==> src/rtl/seg_capture_if.sv <==
// -----------------------------------------------------------------------------
// seg_capture_if
// Bundles the signals between the 7-segment capture block and its environment:
// the monitored display bus on one side and the captured-frame valid/ready
// interface on the other.
//
//   seg_n      7        segment lines, active-low, bit0=a .. bit6=g
//   dig_sel_n  NDIG     digit selects, active-low
//   out_value  4*NDIG   captured frame, digit k in [4k+3:4k]
//   out_err    NDIG     per-digit "pattern not decodable" flags
//   out_valid  1        frame available
//   out_ready  1        consumer accepts the frame
//   overrun    1        sticky: a completed frame was dropped
//   stall      1        watchdog flag (only with SEG_CAPTURE_WATCHDOG_EN)
//
// Modports: slave = the capture block, master = the bus driver / consumer.
// Optional feature macro: SEG_CAPTURE_WATCHDOG_EN adds the stall signal.
// -----------------------------------------------------------------------------
interface seg_capture_if #(
    parameter int NDIG = 4
);
    logic [6:0]        seg_n;
    logic [NDIG-1:0]   dig_sel_n;
    logic [4*NDIG-1:0] out_value;
    logic [NDIG-1:0]   out_err;
    logic              out_valid;
    logic              out_ready;
    logic              overrun;
`ifdef SEG_CAPTURE_WATCHDOG_EN
    logic              stall;

    modport slave (
        input  seg_n, dig_sel_n, out_ready,
        output out_value, out_err, out_valid, overrun, stall
    );
    modport master (
        output seg_n, dig_sel_n, out_ready,
        input  out_value, out_err, out_valid, overrun, stall
    );
`else
    modport slave (
        input  seg_n, dig_sel_n, out_ready,
        output out_value, out_err, out_valid, overrun
    );
    modport master (
        output seg_n, dig_sel_n, out_ready,
        input  out_value, out_err, out_valid, overrun
    );
`endif
endinterface

==> src/rtl/seg_capture.sv <==
// -----------------------------------------------------------------------------
// seg_capture
// Receive side of a time-multiplexed, active-low 7-segment display bus.
// Each digit is sampled once its (select, segments) pair has been stable for
// SETTLE cycles, decoded back to a hex nibble, and collected into a frame.
// When every digit has been seen the frame is offered on a valid/ready port.
//
// Ports:
//   clk_i   rising-edge clock
//   rst_i   asynchronous active-high reset
//   bus     seg_capture_if.slave (display bus in, frame valid/ready out)
//
// Parameters: NDIG (digits), SETTLE (dwell cycles, 1..15), TIMEOUT (watchdog).
// Optional feature macro: SEG_CAPTURE_WATCHDOG_EN -- adds the stall output and
// a watchdog that discards a partial frame after TIMEOUT cycles without a
// capture. Without it a partial frame waits indefinitely.
// -----------------------------------------------------------------------------
module seg_capture #(
    parameter int NDIG    = 4,
    parameter int SETTLE  = 3,
    parameter int TIMEOUT = 1024
) (
    input  logic          clk_i,
    input  logic          rst_i,
    seg_capture_if.slave  bus
);
    localparam int         IW   = (NDIG > 1) ? $clog2(NDIG) : 1;
    localparam logic [3:0] SET4 = 4'(SETTLE);

    // Returns {err, nibble}; unknown patterns (blank included) give nibble 0.
    function automatic logic [4:0] seg_decode(input logic [6:0] s);
        case (s)
            7'b1000000: seg_decode = 5'h00;
            7'b1111001: seg_decode = 5'h01;
            7'b0100100: seg_decode = 5'h02;
            7'b0110000: seg_decode = 5'h03;
            7'b0011001: seg_decode = 5'h04;
            7'b0010010: seg_decode = 5'h05;
            7'b0000010: seg_decode = 5'h06;
            7'b1111000: seg_decode = 5'h07;
            7'b0000000: seg_decode = 5'h08;
            7'b0010000: seg_decode = 5'h09;
            7'b0001000: seg_decode = 5'h0A;
            7'b0000011: seg_decode = 5'h0B;
            7'b1000110: seg_decode = 5'h0C;
            7'b0100001: seg_decode = 5'h0D;
            7'b0000110: seg_decode = 5'h0E;
            7'b0001110: seg_decode = 5'h0F;
            default:    seg_decode = 5'h10;
        endcase
    endfunction

    logic [NDIG-1:0]           sel_q;
    logic [6:0]                seg_q;
    logic [3:0]                cnt_q, cnt_d;
    logic [NDIG-1:0]           seen_q, seen_d;
    logic [NDIG-1:0][3:0]      dig_q, dig_d;
    logic [NDIG-1:0]           derr_q, derr_d;
    logic [NDIG-1:0][3:0]      val_q;
    logic [NDIG-1:0]           oerr_q;
    logic                      vld_q, ovr_q;

    logic [NDIG-1:0]           low;
    logic                      one_low, same, capture, frame_done;
    logic [IW-1:0]             idx;
    logic [4:0]                dec;

    // Sample qualification: exactly one select low.
    always_comb begin
        low     = ~bus.dig_sel_n;
        one_low = (low != '0) && ((low & (low - NDIG'(1))) == '0);
        idx     = '0;
        for (int k = 0; k < NDIG; k++) begin
            if (low[k]) idx = IW'(k);
        end
        same = (bus.dig_sel_n == sel_q) && (bus.seg_n == seg_q);
        dec  = seg_decode(bus.seg_n);
    end

    // Dwell counter. Capture fires only on the transition into SETTLE, so a
    // dwell already holding at SETTLE never captures again. The hold test
    // (same pair, count already SETTLE) also covers SETTLE=1, where a fresh
    // pair restarts at 1 == SETTLE and must still capture.
    always_comb begin
        cnt_d = '0;
        if (one_low) begin
            if (same && (cnt_q != '0))
                cnt_d = (cnt_q == SET4) ? SET4 : cnt_q + 4'd1;
            else
                cnt_d = 4'd1;
        end
        capture = one_low && (cnt_d == SET4) && !(same && (cnt_q == SET4));
    end

    assign frame_done = &seen_q;

`ifdef SEG_CAPTURE_WATCHDOG_EN
    localparam int WW = $clog2(TIMEOUT + 1);

    logic [WW-1:0] wd_q, wd_d;
    logic          wd_fire;
    logic          stall_q;

    // Cycles since the last capture; saturates at TIMEOUT so it fires once.
    always_comb begin
        wd_d    = wd_q;
        wd_fire = 1'b0;
        if (capture) begin
            wd_d = '0;
        end else if (wd_q != WW'(TIMEOUT)) begin
            wd_d    = wd_q + WW'(1);
            wd_fire = (wd_d == WW'(TIMEOUT));
        end
    end

    always_ff @(posedge clk_i or posedge rst_i) begin
        if (rst_i) begin
            wd_q    <= '0;
            stall_q <= 1'b0;
        end else begin
            wd_q <= wd_d;
            if (capture)
                stall_q <= 1'b0;
            else if (wd_fire)
                stall_q <= 1'b1;
        end
    end

    assign bus.stall = stall_q;
`endif

    // Digit store and seen mask. A completed mask is consumed (cleared) in the
    // cycle after it filled; a capture in that same cycle starts the next frame.
    always_comb begin
        seen_d = frame_done ? '0 : seen_q;
        dig_d  = dig_q;
        derr_d = derr_q;
`ifdef SEG_CAPTURE_WATCHDOG_EN
        if (wd_fire) begin
            seen_d = '0;
            dig_d  = '0;
            derr_d = '0;
        end
`endif
        if (capture) begin
            seen_d[idx] = 1'b1;
            dig_d[idx]  = dec[3:0];
            derr_d[idx] = dec[4];
        end
    end

    always_ff @(posedge clk_i or posedge rst_i) begin
        if (rst_i) begin
            sel_q  <= '0;
            seg_q  <= '0;
            cnt_q  <= '0;
            seen_q <= '0;
            dig_q  <= '0;
            derr_q <= '0;
            val_q  <= '0;
            oerr_q <= '0;
            vld_q  <= 1'b0;
            ovr_q  <= 1'b0;
        end else begin
            sel_q  <= bus.dig_sel_n;
            seg_q  <= bus.seg_n;
            cnt_q  <= cnt_d;
            seen_q <= seen_d;
            dig_q  <= dig_d;
            derr_q <= derr_d;
            if (frame_done) begin
                // Load when the slot is empty or being emptied this cycle;
                // otherwise the held frame wins and the new one is dropped.
                if (!vld_q || bus.out_ready) begin
                    val_q  <= dig_q;
                    oerr_q <= derr_q;
                    vld_q  <= 1'b1;
                end else begin
                    ovr_q <= 1'b1;
                end
            end else if (vld_q && bus.out_ready) begin
                vld_q <= 1'b0;
                ovr_q <= 1'b0;
            end
        end
    end

    assign bus.out_value = val_q;
    assign bus.out_err   = oerr_q;
    assign bus.out_valid = vld_q;
    assign bus.overrun   = ovr_q;

endmodule

==> src/flat_wrapper.sv <==
// flat-port wrapper written by rule: the top's interface ports become plain ports
module seg_capture_flat 
#(
    parameter int NDIG    = 4,
    parameter int SETTLE  = 3,
    parameter int TIMEOUT = 1024
)
  (clk_i, rst_i, bus_seg_n, bus_dig_sel_n, bus_out_ready, bus_out_value, bus_out_err, bus_out_valid, bus_overrun);
  seg_capture_if #(.NDIG(NDIG)) bus_i ();
  input  logic clk_i;
  input  logic rst_i;
  input wire logic [$bits(bus_i.seg_n)-1:0] bus_seg_n;
  input wire logic [$bits(bus_i.dig_sel_n)-1:0] bus_dig_sel_n;
  input wire logic [$bits(bus_i.out_ready)-1:0] bus_out_ready;
  output wire logic [$bits(bus_i.out_value)-1:0] bus_out_value;
  output wire logic [$bits(bus_i.out_err)-1:0] bus_out_err;
  output wire logic [$bits(bus_i.out_valid)-1:0] bus_out_valid;
  output wire logic [$bits(bus_i.overrun)-1:0] bus_overrun;
  assign bus_i.seg_n = bus_seg_n;
  assign bus_i.dig_sel_n = bus_dig_sel_n;
  assign bus_i.out_ready = bus_out_ready;
  assign bus_out_value = bus_i.out_value;
  assign bus_out_err = bus_i.out_err;
  assign bus_out_valid = bus_i.out_valid;
  assign bus_overrun = bus_i.overrun;
  seg_capture #(.NDIG(NDIG), .SETTLE(SETTLE), .TIMEOUT(TIMEOUT)) u_core (.clk_i(clk_i), .rst_i(rst_i), .bus(bus_i));
endmodule
==> config.mk <==
export PLATFORM = sky130hd
export DESIGN_NAME = seg_capture_flat
export DESIGN_NICKNAME = d
export VERILOG_FILES = /design/src/rtl/seg_capture_if.sv /design/src/rtl/seg_capture.sv /design/src/flat_wrapper.sv
export SDC_FILE = /design/constraint.sdc
export NUM_CORES = 1
export LEC_CHECK = 0
export BUFFER_PORTS_ARGS = -buffer_cell sky130_fd_sc_hd__buf_2
export CAP_MARGIN = 20
export CORE_UTILIZATION = 50
export DETAILED_ROUTE_END_ITERATION = 8
export HOLD_SLACK_MARGIN = 0.02
export PLACE_DENSITY = 0.79
export SLEW_MARGIN = 20
export SYNTH_ARGS = -nofsm -noshare
export SYNTH_HDL_FRONTEND = slang
export SYNTH_SLANG_ARGS = --single-unit
export TNS_END_PERCENT = 5
==> constraint.sdc <==
create_clock -name clk_i -period 2.5 [get_ports clk_i]
set_input_delay 0.625 -clock clk_i [delete_from_list [all_inputs] [get_ports clk_i]]
set_output_delay 0.625 -clock clk_i [all_outputs]
set_load 0.02 [all_outputs]
Word level (Yosys, flattened, before mapping). Cells that the tools add are included.

$add $sub $neg: 2. Magnitude comparators: 2. Equal/unequal tests: 21. Multiplexer cells: 20. Bitwise operators: 3. Reduce and logical (&&, ||, !) cells: 20.

Operator list (number): one-hot mux 5 bit (16 select lines) (1); equality test 7 bit, second input constant (4); 2-to-1 mux 4 bit (6); equality test 7 x 5 -> 1 bit, second input constant (3); equality test 7 x 6 -> 1 bit, second input constant (3); bitwise mux 16 bit (1); equality test 7 x 2 -> 1 bit, second input constant (2); equality test 7 x 4 -> 1 bit, second input constant (2); demux 4 bit (select 2 bit) (1); equality test 4 x 2 -> 1 bit, second input constant (2); logical AND 1 bit (8); nonzero test 4 bit (2); equality test 7 x 3 -> 1 bit, second input constant (1); equality test 7 bit (1); logical NOT 7 bit (1); 2-to-1 mux 1 bit (7); AND reduction 5 bit (1); adder 4 x 1 -> 4 bit, second input constant (1); AND 4 bit (1); bitwise mux 4 bit (1); equality test 4 bit (1); logical NOT 4 bit (1); 2-to-1 mux 2 bit (2); != test 2 bit, second input constant (2); 11 further kinds (13).

Register bits after elaboration: 61. Input port bits: 14. Output and inout port bits: 22. Logic and storage cells: 84.

Depth between registers and ports, before layout. Gate-level depths: netlist of the first run.

Word-level depth: 10. Gate-level depth with buffers: 7. Mapped depth without buffers: 6.

Worst setup path before layout of the first run. Ideal clock, no wire load.

Path kind: input -> register. From: input port bus_dig_sel_n[2]. To: register u_core.derr_q[2]. Setup time: 0.125 ns. Arrival time: 2.281 ns. Data required time: 2.375 ns. Path slack: 0.095 ns. Stages on the path: 6. Buffers on the path: 1. Cell sequence: buf_4 xor2_1 a2111oi_4 nand4_4 nor4b_4 mux2_2.

Longest elaborated chain between the ends: 9. Elaborated cells on any way between the ends: 24. Those cells by class: add/sub: 1; order compare: 2; eq/ne: 2; mux: 7; bitwise: 2; reduce/logical: 10.

Ends and longest elaborated chain: start: declaration (RTL line flat_wrapper.sv:13) `input wire logic [$bits(bus_i.dig_sel_n)-1:0] bus_dig_sel_n;`; inverter 4 bit (RTL line seg_capture.sv:70) `low = ~bus.dig_sel_n;`; subtractor 4 x 1 -> 4 bit (RTL line seg_capture.sv:71) `one_low = (low != '0) && ((low & (low - NDIG'(1))) == '0);`; AND 4 bit (RTL line seg_capture.sv:71); logical NOT 4 bit (RTL line seg_capture.sv:71); logical AND 1 bit (RTL line seg_capture.sv:71); 2-to-1 mux 4 bit (RTL line seg_capture.sv:86) `if (one_low) begin`; equality test 4 x 2 -> 1 bit (RTL line seg_capture.sv:92) `capture = one_low && (cnt_d == SET4) && !(same && (cnt_q == SET4));`; logical AND 1 bit (2 in series) (RTL line seg_capture.sv:92); end signal: assignment (RTL line seg_capture.sv:170) `derr_q <= derr_d;`; end: declaration (RTL line seg_capture.sv:58) `logic [NDIG-1:0] derr_q, derr_d;`.

Parallel ways exist; a longest one is shown, timed or not. A chain may end at the register's enable or synchronous reset.

Worst setup path in the final report of the first run.
From: register u_core.cnt_q[0]. To: register u_core.dig_q[11] (netlist name).

Longest elaborated chain between the ends: 7. Elaborated cells on any way between the ends: 12. Those cells by class: add/sub: 1; eq/ne: 2; mux: 3; reduce/logical: 6.

Ends and longest elaborated chain: start: declaration (RTL line seg_capture.sv:55) `logic [3:0] cnt_q, cnt_d;`; start signal: assignment (RTL line seg_capture.sv:167) `cnt_q <= cnt_d;`; adder 4 x 1 -> 4 bit, or another cell as far along (RTL line seg_capture.sv:88) `cnt_d = (cnt_q == SET4) ? SET4 : cnt_q + 4'd1;`; 2-to-1 mux 4 bit or logical AND 1 bit (tied branches) (RTL line seg_capture.sv:88, seg_capture.sv:87); 2-to-1 mux 4 bit (RTL line seg_capture.sv:87) `if (same && (cnt_q != '0))`; 2-to-1 mux 4 bit (RTL line seg_capture.sv:86); equality test 4 x 2 -> 1 bit (RTL line seg_capture.sv:92); logical AND 1 bit (RTL line seg_capture.sv:92); logical AND 1 bit * (RTL line seg_capture.sv:92); end signal: assignment (RTL line seg_capture.sv:169) `dig_q <= dig_d;`; end: declaration (RTL line seg_capture.sv:57) `logic [NDIG-1:0][3:0] dig_q, dig_d;`.

Every way passes the cells marked *; elsewhere a longest branch is shown, timed or not.

==> results by group, run 1 <==
Setup path
  – Critical path class: reg -> reg
  – Cells on worst reg2reg path: 8
  – Crit path cell chain: ha_1, xor2_1, nor4b_2, buf_4, nand4_4, nor4b_4, buf_4, mux2_2
  – Register-to-Register Setup Slack: 190 ps
  – R2r endpoint: u_core.dig_q[11]$_DFFE_PP0P_
  – Required time of the critical path: 2720 ps
  – Critical Path Fanout Max: 6
  – Worst Setup End Kind: flip-flop
  – CP Launch Type: flip-flop
  – Worst R2R Start: u_core.cnt_q[0]$_DFF_PP0_
  – Crit path capture: u_core.dig_q[11]$_DFFE_PP0P_
  – Crit. Startpoint: u_core.cnt_q[0]$_DFF_PP0_
  – Critical-path top delay cell: dfrtp_1
  – CP Data Arrival Time: 2540 ps
  – Critical path's largest stage delay: 420 ps
  – Crit path top cell by count: buf_4

Synthesis
  – Syn_nets: 230
  – Mapped Cells: 214
  – Yosys cell types: 44
  – Top_reg_cell synth: dfrtp_1
  – FFs w/ async S/R, synth: 100%
  – Post-synth EDFFs: 0
  – Sequential area share after synthesis: 53.3%
  – Yosys reg bits: 61
  – Avg Cell Area, Syn: 13.4 um^2
  – Synthesized area: 2860 um^2
  – Ys Warns: 0

Floorplanning
  – Die area: 6030 um^2
  – Die Y: 77.7 um
  – Die X: 77.7 um
  – Core Area: 5510 um^2
  – I/O Pins: 36
  – Site Rows: 27
  – Starting Density: 52.0%

Place
  – Global placement routability congestion: 0.753
  – Final HPWL DP: 3530 um
  – IO Port Bufs: 35
  – Placed cells: 328

Clock network
  – H-tree level count: 3
  – # hold bufs at CTS: 0
  – Clock Latency Late Sink: 340 ps
  – CTS Buf Count: 9
  – Clk root buf: clkbuf_8
  – Worst-path clk slew: 70 ps
  – CTS tree: done
  – CTS Sinks: 61
  – Clock Path Buffers: 2

Timing
  – Slew @ Worst Pin: 749 ps
  – Period utilization: 92.6%
  – Final hold violations: 0
  – RSZ-0062 raised after global routing: no
  – Slew HR: 49.4%
  – Setup TNS: 0 ps
  – # setup viols final: 0
  – Achievable frequency: 432 MHz
  – Period minus WS final: 2310 ps
  – Skew final: 6.01 ps
  – Final Max Tran Viols: 0

Global routing
  – Largest net degree at the start of global routing: 62
  – First-pass GRT wire length: 8960 um
  – Initial antenna violation count: 0
  – Vias in the first global route: 1855
  – Total global routing overflow: 0
  – GR Util All Layers: 19.5%

Finish
  – Antenna Cells: 0
  – Syn-to-layout area delta: 17.6%
  – Non-Filler Instances: 343
  – Fill count: 433
  – Share of cells above drive strength 1: 44.6%
  – Number of nets in the final layout: 283

Routing
  – Initial DRC count: 61
  – Via count: 1854
  – 1st-pass router iterations: 4
  – DRC violations left: 0
  – Routed wire length: 5260 um
  – Routed len/inst: 15.3 um
  – Post-DR vias/cell: 5.41
  – DRT antenna net count: 0

Power
  – Max VDD drop: 340 uV
  – Power density over the cells: 568 nW/um^2
  – Total power: 0.00191 W
  – Leak pwr: 1.70 nW

Status
  – Status: finished, final reports clean

Flow run
  – # Max-Cap Violations: 0

Min path
  – Hold Crit Class: in -> async
through the flow:
step,cell area [um^2],utilization (%),hold WS (ps),setup slack (ps)
after CTS,3360,61.0,349,116
after floorplan,2860,-,449,94.6
after global routing,3360,61.1,370,53.0
after global placement,3190,58.0,460,69.3
after detailed placement,3190,58.0,473,17.0
final,3360,61.1,332,185
state kept, by name (all words and copies together) (netlist names), 4 cells and up:
register / flops
u_core.bus.out_err: 4
u_core.bus.out_value: 16
u_core.cnt_q: 4
u_core.derr_q: 4
u_core.dig_q: 16
u_core.seen_q: 4
u_core.seg_q: 7
u_core.sel_q: 4
logic make-up after synthesis:
group	Yosys count	share of synthesized area, %
adders and majority gates	2	0.874
muxes	40	15.7
xor gates and xnor gates	17	5.20
DFF	61	53.3
buffers and inverters	17	4.37
and+or+nand+nor	50	13.2
AOI/OAI and AO/OA	27	7.22
routing by layer:
layer	vias to the layer above	GRT usage, %	routed length, um
li1	883	-	-
met1	923	26.2	2480
met2	37	29.8	2510
met3	11	5.53	190
met4	0	7.74	77
met5	-	0	0
what timing repair did:
action,in CTS,in global routing
buffers inserted,0,0
endpoints found under the setup margin,0,4
resized for setup,0,1
synth_stat cells (2+ instances only):
library cell / n / area share, %
dfrtp_1: 61 / 53
mux2_2: 40 / 16
xor2_1: 16 / 4.9
nor2_1: 8 / 1.0
a21oi_1: 5 / 0.87
clkbuf_8: 5 / 2.4
inv_1: 5 / 0.66
nand3_1: 5 / 0.87
nand4_1: 5 / 1.1
a21o_1: 4 / 1.0
nor3_1: 4 / 0.70
o21ai_0: 4 / 0.70
a211oi_1: 3 / 0.79
buf_4: 3 / 0.79
nand2_1: 3 / 0.39
nor3b_1: 3 / 0.79
nor4b_1: 3 / 0.92
o41ai_1: 3 / 0.92
a31oi_1: 2 / 0.44
buf_1: 2 / 0.26
clkbuf_1: 2 / 0.26
ha_1: 2 / 0.87
nand2b_1: 2 / 0.44
nand4b_1: 2 / 0.61
nor2b_1: 2 / 0.44
nor4_4: 2 / 1.5
layout by cell type (no fill, tap or decap), types with 2 or more instances in the layout:
cell,synthesis,layout
a211oi_1,3,3
a21o_1,4,4
a21oi_1,5,4
a31oi_1,2,2
buf_12,0,2
buf_2,0,35
buf_4,3,17
clkbuf_8,5,10
clkinv_2,0,2
clkinvlp_4,0,2
dfrtp_1,61,61
ha_1,2,2
inv_1,5,4
mux2_2,40,40
nand2_1,3,3
nand2b_1,2,2
nand3_1,5,5
nand4_1,5,5
nand4b_1,2,2
nor2_1,8,8
nor2b_1,2,2
nor3_1,4,4
nor3b_1,3,3
nor4_4,2,2
nor4b_1,3,2
o21ai_0,4,4
o41ai_1,3,3
xor2_1,16,16
critical path, delay by kind of cell (launching register included):
kind	cells	cell delay, ps
fa+ha+maj	1	280
flops	1	420
xor+xnor	1	170
simple gates	3	660
mux	1	330
buf+inv	2	350
worst min path at each step:
stage,startpoint,endpoint,slack [ps],cells past startpoint
floorplan,u_core.seen_q[1]$_DFF_PP0_,u_core.seen_q[1]$_DFF_PP0_,450,1
global placement,u_core.seen_q[0]$_DFF_PP0_,u_core.seen_q[0]$_DFF_PP0_,460,1
detailed placement,u_core.seen_q[0]$_DFF_PP0_,u_core.seen_q[0]$_DFF_PP0_,470,1
CTS,rst_i,u_core.bus.overrun$_DFFE_PP0P_,350,3
global route,rst_i,u_core.bus.overrun$_DFFE_PP0P_,370,3
finish,rst_i,u_core.bus.overrun$_DFFE_PP0P_,330,3
power breakdown:
group,switching (W),internal [W]
logic,0.0000949,0.0000589
clock network,0.000377,0.000377
registers,0.00000585,0.000997
final cells by class:
type                    count  area, um^2  area share [%]
multi-input cells         136        1220            36.3
inverters                   5        18.8           0.558
well taps                  72        90.1            2.68
clock buffers              11         141            4.20
repair buffers             54         343            10.2
flip-flops and latches     61        1530            45.4
clock inverters             4        25.0           0.744
Power figures use the tool's default switching activity.
==> run 2, diff against run 1 <==
--- a/config.mk
+++ b/config.mk
@@ -7,10 +7,11 @@
 export LEC_CHECK = 0
 export BUFFER_PORTS_ARGS = -buffer_cell sky130_fd_sc_hd__buf_2
 export CAP_MARGIN = 20
-export CORE_UTILIZATION = 50
+export CORE_UTILIZATION = 28
 export DETAILED_ROUTE_END_ITERATION = 8
 export HOLD_SLACK_MARGIN = 0.02
-export PLACE_DENSITY = 0.79
+export PLACE_DENSITY = 0.53
+export RECOVER_POWER = 100
 export SLEW_MARGIN = 20
 export SYNTH_ARGS = -nofsm -noshare
 export SYNTH_HDL_FRONTEND = slang
==> constraint.sdc (replaced) <==
create_clock -name clk_i -period 2.5 [get_ports clk_i]
set_input_delay 0.5 -clock clk_i [delete_from_list [all_inputs] [get_ports clk_i]]
set_output_delay 0.5 -clock clk_i [all_outputs]
set_load 0.02 [all_outputs]
==> run 2 against run 1 <==
Effect of this change: clock-buffer cell count up 1; utilization shrank 27 points; non-clock buffer count is the same; fmax is 1.5% lower; register-to-register slack worse by 40 ps; clock skew is 0.69 ps lower; clock power rose by 13%; sequential share of layout area is 0.14 points higher; die area up 76%; global-route usage fell by 7.3 points.
==> results by group, run 2 (synthesized netlist as in run 1, its figures left out) <==
Place
  – Placed cells: 388 (was 328)
  – Global placement routability congestion: 0.782 (was 0.753)
  – IO Port Bufs: 35 (unchanged)
  – Final HPWL DP: 4050 um (was 3530 um)
  – Dpl cell area: 3240 um^2 (was 3190 um^2)

Clock network
  – Clock Path Buffers: 2 (unchanged)
  – Clock Latency Late Sink: 330 ps (was 340 ps)
  – CTS Buf Count: 9 (unchanged)
  – Worst-path clk slew: 70 ps (about the same)
  – Post-CTS sizing: 0 (unchanged)
  – CTS tree: done (unchanged)
  – H-tree level count: 3 (unchanged)
  – Clk root buf: clkbuf_8 (unchanged)
  – CTS Sinks: 61 (unchanged)

Routing
  – Routed wire length: 5810 um (was 5260 um)
  – Initial DRC count: 84 (was 61)
  – Wire length on met2: 2740 um (was 2510 um)
  – WL met3: 248 um (was 190 um)
  – Post-DR vias/cell: 4.59 (was 5.41)
  – DRT antenna net count: 0 (unchanged)
  – DRC violations left: 0 (unchanged)
  – Routed len/inst: 14.3 um (was 15.3 um)
  – Via count: 1859 (was 1854)
  – DR top layer: met4 (unchanged)
  – 1st-pass router iterations: 4 (unchanged)
  – M1 WL: 2700 um (was 2480 um)

Timing
  – Slew @ Worst Pin: 1100 ps (was 749 ps)
  – Skew final: 5.32 ps (was 6.01 ps)
  – # setup viols final: 0 (unchanged)
  – Period utilization: 94.0% (was 92.6%)
  – Final hold violations: 0 (unchanged)
  – Period minus WS final: 2350 ps (was 2310 ps)
  – Setup TNS: 0 ps (unchanged)
  – Achievable frequency: 425 MHz (was 432 MHz)
  – Final Max Tran Viols: 0 (unchanged)
  – Slew HR: 26.9% (was 49.4%)
  – RSZ-0062 raised after global routing: no (unchanged)

Floorplanning
  – Starting Density: 29.1% (was 52.0%)
  – Site Rows: 36 (was 27)
  – I/O Pins: 36 (unchanged)
  – Die X: 103 um (was 77.7 um)
  – Die Y: 103 um (was 77.7 um)
  – Core Area: 9820 um^2 (was 5510 um^2)
  – Die area: 10600 um^2 (was 6030 um^2)

Global routing
  – Vias in the first global route: 1883 (was 1855)
  – GR Util All Layers: 12.2% (was 19.5%)
  – Initial antenna violation count: 0 (unchanged)
  – Largest net degree at the start of global routing: 23 (was 62)
  – First-pass GRT wire length: 9680 um (was 8960 um)
  – Total global routing overflow: 0 (unchanged)

Finish
  – Syn-to-layout area delta: 17.2% (was 17.6%)
  – Util after Layout: 34.2% (was 61.1%)
  – Commonest non-fill, non-tap cell in the layout: dfrtp_1 (unchanged)
  – Number of nets in the final layout: 283 (unchanged)
  – Commonest non-fill, non-tap cells in the layout: dfrtp_1 (61), mux2_2 (40), clkbuf_1 (38), xor2_1 (16), buf_2 (11) (was dfrtp_1 (61), mux2_2 (40), buf_2 (35), buf_4 (17), xor2_1 (16))
  – Non-Filler Instances: 405 (was 343)
  – Post-route cell area: 3350 um^2 (was 3360 um^2)
  – Fill count: 1033 (was 433)
  – Share of cells above drive strength 1: 30.1% (was 44.6%)
  – Antenna Cells: 0 (unchanged)

Power
  – Part of the power in registers: 50.1% (was 52.5%)
  – Leak pwr: 1.56 nW (was 1.70 nW)
  – NetSw: 0.000473 W (was 0.000478 W)
  – Logic pwr share: 7.2% (was 8.0%)
  – Clock power share: 42.7% (was 39.5%)
  – Power density over the cells: 597 nW/um^2 (was 568 nW/um^2)
  – Total power: 0.00200 W (was 0.00191 W)
  – Max VDD drop: 264 uV (was 340 uV)
  – Cell Int Power: 0.00153 W (was 0.00143 W)
  – Sw Ratio: 23.6% (was 25.0%)

Min path
  – Hold Crit Class: in -> async (unchanged)

Setup path
  – CP Launch Type: flip-flop (unchanged)
  – Critical Path Fanout Max: 6 (unchanged)
  – Worst Setup End Kind: flip-flop (unchanged)
  – CP Data Arrival Time: 2560 ps (was 2540 ps)
  – Critical path class: reg -> reg (unchanged)
  – Required time of the critical path: 2710 ps (was 2720 ps)

Flow run
  – # Max-Cap Violations: 0 (unchanged)

Status
  – Status: finished, final reports clean (unchanged)
==> run 2: power by group through the flow <==
stage	clock network [W]	logic, W	registers [W]
after floorplan	0	0.000108	0.00102
after CTS	0.000887	0.000158	0.00100
final	0.000855	0.000145	0.00100
after detailed placement	0	0.000157	0.00102
after global routing	0.000942	0.000161	0.00100
after global placement	0	0.000156	0.00102
==> run 2: path summary, 6_finish.rpt <==
kind	start	end	slack (ps)	cells after the start
min	rst_i	u_core.seen_q[1]$_DFF_PP0_	350	2
max in group asynchronous	rst_i	u_core.bus.out_value[4]$_DFFE_PP0P_	660	3
min in group clk_i	bus_out_ready	u_core.bus.overrun$_DFFE_PP0P_	370	2
max	u_core.cnt_q[0]$_DFF_PP0_	u_core.dig_q[11]$_DFFE_PP0P_	150	8
max reg2reg	u_core.cnt_q[0]$_DFF_PP0_	u_core.dig_q[11]$_DFFE_PP0P_	150	8
min reg2reg	u_core.seen_q[0]$_DFF_PP0_	u_core.seen_q[0]$_DFF_PP0_	480	1
==> run 2: layer usage <==
| layer | global-route usage (%) | vias to the layer above |
|---|---|---|
| li1 | - | 883 |
| met1 | 15.4 | 930 |
| met2 | 19.4 | 36 |
| met3 | 3.80 | 10 |
| met4 | 5.31 | 0 |
| met5 | 0 | - |
==> run 2: layout make-up <==
cell class / count / area [um^2] / area share, %
tap: 133 / 166 / 4.96
multi-input combinational: 136 / 1210 / 36.1
timing repair buffer: 54 / 240 / 7.16
inverter: 5 / 18.8 / 0.559
clock buffer: 12 / 145 / 4.33
sequential: 61 / 1530 / 45.5
clock inverter: 4 / 47.5 / 1.42
==> run 2: critical path: stages, from the launching register on <==
cell      delay (ps)
dfrtp_1          410
ha_1             250
xor2_1           150
nor4b_1          240
clkbuf_1         190
nand4_4          160
nor4b_4          300
buf_4            190
mux2_2           330
==> run 2: metrics by stage <==
step / worst slack (ps) / hold WS (ps)
2_1_floorplan: 212 / 449
3_3_place_gp: 80.9 / 459
3_5_place_dp: 63.4 / 468
4_1_cts: 85.8 / 201
5_1_grt: 31.2 / 359
6_report: 149 / 352
==> run 2: timing repair <==
action	CTS	global route
setup buffers	0	1
hold buffers	0	0
endpoints found under the setup margin	0	5
hold endpoints to repair	0	0
